**src/rtl/gray_burst_arbiter.sv**
```systemverilog
// gray_burst_arbiter
//   One global Gray-code sequence generator shared between NREQ requesters.
//   A round-robin arbiter grants one burst at a time. A burst of L+1
//   consecutive codes is streamed on a valid/ready interface and tagged with
//   the owner's index. The underlying binary counter continues across bursts
//   and owners. It restarts only on reset.
//
// Ports
//   clk        in   rising-edge clock
//   reset      in   synchronous, active-high reset
//   req        in   [NREQ]        per-requester burst request
//   req_len    in   [NREQ*LEN_W]  burst length per requester (L gives L+1 codes)
//   out_ready  in   downstream accepts the current code
//   gnt        out  [NREQ]  one-hot owner of the burst in progress
//   out_valid  out  out_gray/out_id carry a code
//   out_gray   out  [WIDTH] current Gray code
//   out_id     out  [ID_W]  owner index
//   done       out  [NREQ]  one-cycle pulse after the owner's last code transfers
//   busy       out  high while a burst is running
//
// state | meaning
// ------+-----------------------------------------------------------
// IDLE  | no burst; arbitrate on any request (includes the done cycle)
// RUN   | streaming a burst; advance on out_ready
module gray_burst_arbiter #(
    parameter int WIDTH = 4,
    parameter int NREQ  = 4,
    parameter int LEN_W = 4,
    parameter int ID_W  = $clog2(NREQ)
) (
    input  logic                    clk,
    input  logic                    reset,
    input  logic [NREQ-1:0]         req,
    input  logic [NREQ*LEN_W-1:0]   req_len,
    input  logic                    out_ready,
    output logic [NREQ-1:0]         gnt,
    output logic                    out_valid,
    output logic [WIDTH-1:0]        out_gray,
    output logic [ID_W-1:0]         out_id,
    output logic [NREQ-1:0]         done,
    output logic                    busy
);

    localparam logic [0:0] S_IDLE = 1'b0;
    localparam logic [0:0] S_RUN  = 1'b1;

    logic [0:0]       state;
    logic [WIDTH-1:0] bin;
    logic [LEN_W-1:0] rem;
    logic [ID_W-1:0]  ptr;

    logic [ID_W-1:0]  win;
    logic             found;
    logic [ID_W:0]    idx_ext;
    logic [ID_W:0]    nxt_ext;
    logic [ID_W-1:0]  ptr_next;

    function automatic logic [WIDTH-1:0] to_gray(input logic [WIDTH-1:0] b);
        return b ^ (b >> 1);
    endfunction

    // Round-robin search starting at ptr. The index is kept one bit wider so
    // the wrap works for NREQ that is not a power of two.
    always_comb begin
        win     = ptr;
        found   = 1'b0;
        idx_ext = '0;
        for (int k = 0; k < NREQ; k++) begin
            idx_ext = {1'b0, ptr} + (ID_W+1)'(k);
            if (idx_ext >= (ID_W+1)'(NREQ))
                idx_ext = idx_ext - (ID_W+1)'(NREQ);
            if (!found && req[idx_ext[ID_W-1:0]]) begin
                win   = idx_ext[ID_W-1:0];
                found = 1'b1;
            end
        end
    end

    // The next round-robin start is the slot after the current owner.
    always_comb begin
        nxt_ext = {1'b0, out_id} + (ID_W+1)'(1);
        if (nxt_ext >= (ID_W+1)'(NREQ))
            nxt_ext = '0;
        ptr_next = nxt_ext[ID_W-1:0];
    end

    always_ff @(posedge clk) begin
        if (reset) begin
            state     <= S_IDLE;
            bin       <= '0;
            rem       <= '0;
            ptr       <= '0;
            gnt       <= '0;
            out_valid <= 1'b0;
            out_gray  <= '0;
            out_id    <= '0;
            done      <= '0;
            busy      <= 1'b0;
        end else begin
            done <= '0;
            case (state)
                S_IDLE: begin
                    if (found) begin
                        gnt       <= {{(NREQ-1){1'b0}}, 1'b1} << win;
                        out_id    <= win;
                        out_valid <= 1'b1;
                        out_gray  <= to_gray(bin);
                        bin       <= bin + 1'b1;
                        rem       <= req_len[int'(win)*LEN_W +: LEN_W];
                        busy      <= 1'b1;
                        state     <= S_RUN;
                    end
                end
                S_RUN: begin
                    if (out_ready) begin
                        if (rem != '0) begin
                            out_gray <= to_gray(bin);
                            bin      <= bin + 1'b1;
                            rem      <= rem - 1'b1;
                        end else begin
                            // out_gray keeps the last code. out_valid is low.
                            out_valid    <= 1'b0;
                            gnt          <= '0;
                            busy         <= 1'b0;
                            done[out_id] <= 1'b1;
                            ptr          <= ptr_next;
                            state        <= S_IDLE;
                        end
                    end
                end
                default: state <= S_IDLE;
            endcase
        end
    end

endmodule
```
**config.mk**
```make
export PLATFORM = sky130hd
export DESIGN_NAME = gray_burst_arbiter
export DESIGN_NICKNAME = d
export VERILOG_FILES = /design/src/rtl/gray_burst_arbiter.sv
export SDC_FILE = /design/constraint.sdc
export NUM_CORES = 1
export LEC_CHECK = 0
export BUFFER_PORTS_ARGS = -buffer_cell sky130_fd_sc_hd__buf_2
export CORE_MARGIN = 2
export CORE_UTILIZATION = 37
export DETAILED_ROUTE_END_ITERATION = 12
export SKIP_LAST_GASP = 1
export SLEW_MARGIN = 20
export SYNTH_ARGS = -nofsm -noshare
export SYNTH_HDL_FRONTEND = slang
export SYNTH_SLANG_ARGS = --single-unit
```
**constraint.sdc**
```tcl
create_clock -name clk -period 2 [get_ports clk]
set_input_delay 0.4 -clock clk [delete_from_list [all_inputs] [get_ports clk]]
set_output_delay 0.4 -clock clk [all_outputs]
set_load 0.005 [all_outputs]
```
Word-level counts from Yosys, hierarchy flattened
Cells that the tools add are included.
{ "op_classes": {"reduce_logical": 13, "n_addsub": 10, "shifts": 2, "eq_ne": 4, "bitwise": 4, "order_cmp": 11, "mux": 47} }
{ "op_table": {"columns": ["op", "count"], "rows": [
  ["$mux W4", 12],
  ["$pmux W4 S2", 4],
  ["$mux W2", 9],
  ["$shiftx A16 B5 Y4", 1],
  ["$lt A2 B3 Y1 const B", 5],
  ["$mux W1", 15],
  ["$ge A3 B3 Y1 const B", 4],
  ["$reduce_and A3 Y1", 3],
  ["$bmux W1 S2", 4],
  ["$sub A2 B1 Y2 const B", 4],
  ["$add A2 B1 Y3 const B", 2],
  ["$add A2 B2 Y3 const B", 2],
  ["$ne A2 B2 Y1 const B", 3],
  ["$add A4 B1 Y4 const B", 1],
  ["$logic_and A1 B1 Y1", 4],
  ["$pmux W1 S2", 2],
  ["$reduce_bool A4 Y1", 1],
  ["$reduce_or A4 Y1", 1],
  ["$shl A1 B2 Y4 const A", 1],
  ["$sub A4 B1 Y4 const B", 1],
  ["$xor A4 B3 Y4", 1],
  ["$ge A2 B3 Y1 const B", 1],
  ["$logic_not A1 Y1", 3],
  ["$not A1 Y1", 3],
  ["other kinds (4)", 4]
]} }
{ "totals": {"word_cells": 100, "ff_bits": 26, "output_inout_bits": 16, "inputBits": 23} }

Longest topological paths before layout
{ "logic_depth": {"word_depth": 17, "ltp_mapped": 7, "depth_no_buf": 7} }

Worst setup path after synthesis
OpenSTA, ideal clock, no wires.
{ "synth_timing": {"kind": "register to register", "startpoint": "reg rem[0]", "endpoint": "reg rem[0]", "period_less_slack_ns": 1.692, "n_path_buf": 0, "arrival_ns": 1.613, "setup_ns": 0.079, "setup_slack_ns": 0.308, "t_required_ns": 1.921, "path_stages_with_launch": 8, "cell_sequence": "dfxtp_1 > inv_1 > ha_1 > nor3b_1 > o22ai_2 > nor2_1 > or3_1 > a211oi_2"} }
{ "synth_via": {"elab_chain_cells": 4, "elab_cells_between_ends": 7, "classes_between": "add/sub: 1; eq/ne: 1; mux: 3; reduce/logical: 2"} }
{ "synth_rtl": {"columns": ["element", "line_no", "rtl"], "rows": [
  ["from (decl)", "49", "logic [LEN_W-1:0] rem;"],
  ["from (signal assigned)", "109", "rem <= req_len[int'(win)*LEN_W +: LEN_W];"],
  ["from (signal assigned)", "119", "rem <= rem - 1'b1;"],
  ["$sub A4 B1 Y4", "119", null],
  ["$mux W4", "116", "if (rem != '0) begin"],
  ["$mux W4", "115", "if (out_ready) begin"],
  ["$pmux W4 S2", "101", "case (state)"]
]} }
Parallel ways exist; a longest one is shown, timed or not. The select of a mux whose other input is x is not followed.
A chain may end at the register's enable or synchronous reset.

Worst setup path in the final report
Ends and elaborated chain as after synthesis.

==> metrics.md <==
| Metric | Value |
|---|---|
| Status | `finished clean` |
| Clock Tree Buf Depth | `2` |
| CP endpoint kind | `flip-flop` |
| Root Driver | `clkbuf_8` |
| Fin util | `46.1%` |
| Fraction of layout instances using a drive strength above 1 | `26.3%` |
| Die area | `4300 um2` |
| Pwr Density | `706 nW/um2` |
| Vias in the first global route | `1178` |
| Reg2reg end | `rem[0]` |
| Yosys warning count | `0` |
| R2R setup slack | `180 ps` |
| Relative slew slack | `61.3%` |
| Worst setup startpoint | `rem[0]` |
| Psw | `372 uW` |
| Critical-path cell list | `inv_1 -> ha_1 -> nor3b_1 -> o22ai_2 -> nor2_1 -> or3_1 -> a211oi_2` |
| Storage element area | `500 um2` |
| Post-Syn Nets | `189` |
| Critical path required time | `2200 ps` |
| Sw Ratio | `31.2%` |
| Ant. Diodes | `0` |
| Worst setup SP type | `flip-flop` |
| Die height | `65.6 um` |
| Maxcap violations | `0` |
| Setup bufs post-CTS | `0` |
| Post-route ant nets | `0` |
| FMAX | `0.549 GHz` |
| Rows | `22` |
| Most frequent cells in the layout | `buf_2 (38), dfxtp_1 (25), nor2_1 (22), nand2_1 (10)` |
| Part of the power in registers | `48.5%` |
| Initial antenna violation count | `0` |
| Resize count post-CTS | `0` |
| Part of the Yosys area used for sequential elements | `35.7%` |
| CTS sink count | `25` |
| Combinational Power Share | `25.1%` |
| Syn_area_per_cell | `8.82 um2` |
| Final wirelength | `3.20 mm` |
| Clock skew | `3.68 ps` |
| CORE AREA | `3660 um2` |
| Hold-fix buffers, CTS | `0` |
| Post-synth top area share | `35.7%` |
| Final hold violations | `0` |
| CP Capture Point | `rem[0]` |
| Int Power | `819 uW` |
| RSZ-0062 raised after global routing | `false` |
| CP peak stage delay | `370 ps` |
| Initial DRC count | `41` |
| Post-layout min period | `1820 ps` |
| Final setup TNS | `0 ps` |
| Hold WC Path Type | `primary input to flip-flop` |
| Leak | `0.735 nW` |
| Clock Latency Late Sink | `270 ps` |
| Slowest-stage cell, CP | `dfxtp_1` |
| Initial DRT Pass Iterations | `4` |
| R2R depth | `7` |
| Filler cells | `363` |
| Setup CP Type | `flip-flop to flip-flop` |
| CTS tree | `yes` |
| Final period utilization | `91.0%` |
| Most common cell after layout, fill and taps aside | `buf_2` |
| Synthesized flop and latch total | `25` |
| Clk pwr share | `26.4%` |
| GRT Resource Usage Total | `15.9%` |
| Synth area leaders | `dfxtp_1 (36%), ha_1 (6.2%), nor2_1 (5.9%), mux2i_1 (4.3%), nand2_1 (2.7%)` |
| Largest net degree at the start of global routing | `24` |
| Num ports | `39` |
| Post-synth ARST share | `0%` |
| Placer congestion estimate | `0.801` |
| Syn Inst Count | `159` |
| RR Startpoint | `rem[0]` |
| Global-route wire length before repair | `5.38 mm` |
| EDFF count, synth | `0` |
| Mapped Area | `1400 um2` |
| Residual DRC count | `0` |
| Yosys top cell by area | `dfxtp_1` |
| Drt wl/cell | `13.0 um` |
| Vias per Instance | `5.15` |
| Netlist cell types | `47` |
| Initial Utilization | `38.3%` |
| Slew Viols, Final | `0` |
| Detail Placement HPWL | `2.55 mm` |
| Critical Path AT | `2020 ps` |
| Horiz. Die Dim | `65.6 um` |
| VDD IR-drop max | `0.607 mV` |
| Clock Pin Slew Worst Setup and Hold Paths | `90 ps` |
| Nets | `229` |
| CTS buffer count | `3` |
| Gr ovfl total | `0` |
| I/O Buffers | `38` |
| Setup violators final | `0` |
| H-Tree Depth | `1` |
| Footprint of the multi-input gates | `846 um2` |
| Post-synth top flop | `dfxtp_1` |
| DR vias | `1266` |
| Slew @ Worst Pin | `579 ps` |
| Area Overhead vs Synth | `20.3%` |
| Crit-path max FO | `7` |
logic make-up (layout without fill, tap and decap cells):
family | Yosys count | after routing | synth area share [%]
xor+xnor | 4 | 4 | 2.50
compound gates | 40 | 40 | 22.4
mux | 6 | 6 | 4.28
buf+inv | 12 | 51 | 4.01
flops | 25 | 25 | 35.7
fa+ha+maj | 7 | 7 | 6.24
simple gates | 65 | 65 | 24.9
synthesized netlist by cell type (3+ instances only):
cell / n
buf_4: 3
nor2_1: 22
a21boi_0: 3
nand2_1: 10
nor2b_1: 4
dfxtp_1: 25
a32oi_1: 4
or3_1: 4
a21oi_1: 6
nand4_1: 3
a211oi_1: 3
inv_1: 7
ha_1: 7
o21ai_0: 5
nor3_1: 5
mux2i_1: 6
and2_1: 4
area by class of cell:
| class | instances | share of cell area, % |
|---|---|---|
| Multi-Input combinational cell | 122 | 50.1 |
| Inverter | 7 | 1.56 |
| Clock inverter | 1 | 0.519 |
| Timing Repair Buffer | 40 | 12.2 |
| Sequential cell | 25 | 29.7 |
| Clock buffer | 3 | 2.45 |
| Tap cell | 48 | 3.56 |
worst max-delay path, delay by kind of cell, from the launching register on:
family / cells / cell delay, ps
AND/OR/NAND/NOR: 3 / 590
AO/OA/AOI/OAI: 2 / 510
flip-flops: 1 / 370
adder cells (fa/ha/maj): 1 / 220
buffers and inverters: 1 / 70
worst min-delay path by stage:
stage                startpoint      to  depth (start not counted)
floorplan                gnt[0]  gnt[0]                          2
global placement         gnt[1]  gnt[1]                          2
detailed placement       gnt[3]  gnt[3]                          2
CTS                 req_len[11]  rem[3]                          3
global route        req_len[11]  rem[3]                          3
finish              req_len[11]  rem[3]                          3
power groups by stage:
stage | combinational, mW | sequential (mW) | clock (mW)
finish | 0.299 | 0.578 | 0.315
floorplan | 0.215 | 0.579 | 0
detailed placement | 0.299 | 0.589 | 0
global route | 0.339 | 0.584 | 0.343
global placement | 0.295 | 0.588 | 0
CTS | 0.301 | 0.578 | 0.323
layer usage:
metal  vias to the layer above  GRT usage (%)  routed length, um  part of all wire [%]
met5                         -              0                  0                     0
met4                         0           3.13                 17                  0.53
met3                         2           3.77                135                   4.2
met2                        31           26.4               1510                    47
met1                       579           21.1               1540                    48
li1                        654              -                  -                     -
registers in the layout (all words and copies together), names as in the netlist:
| register | count |
|---|---|
| bin | 3 |
| busy | 1 |
| done | 4 |
| gnt | 4 |
| out_gray | 4 |
| out_id | 2 |
| ptr | 2 |
| rem | 4 |
| state | 1 |
metrics by stage:
stage,cells,worst slack [ps],power [mW],hold WS (ps),cell area [um2]
floorplan,159,308,0.794,478,1400
global placement,242,193,0.882,470,1640
detailed placement,242,145,0.889,475,1640
CTS,246,140,1.20,474,1690
global route,246,15.8,1.27,517,1690
finish,246,179,1.19,477,1690
(Power assumes the default switching activity.)
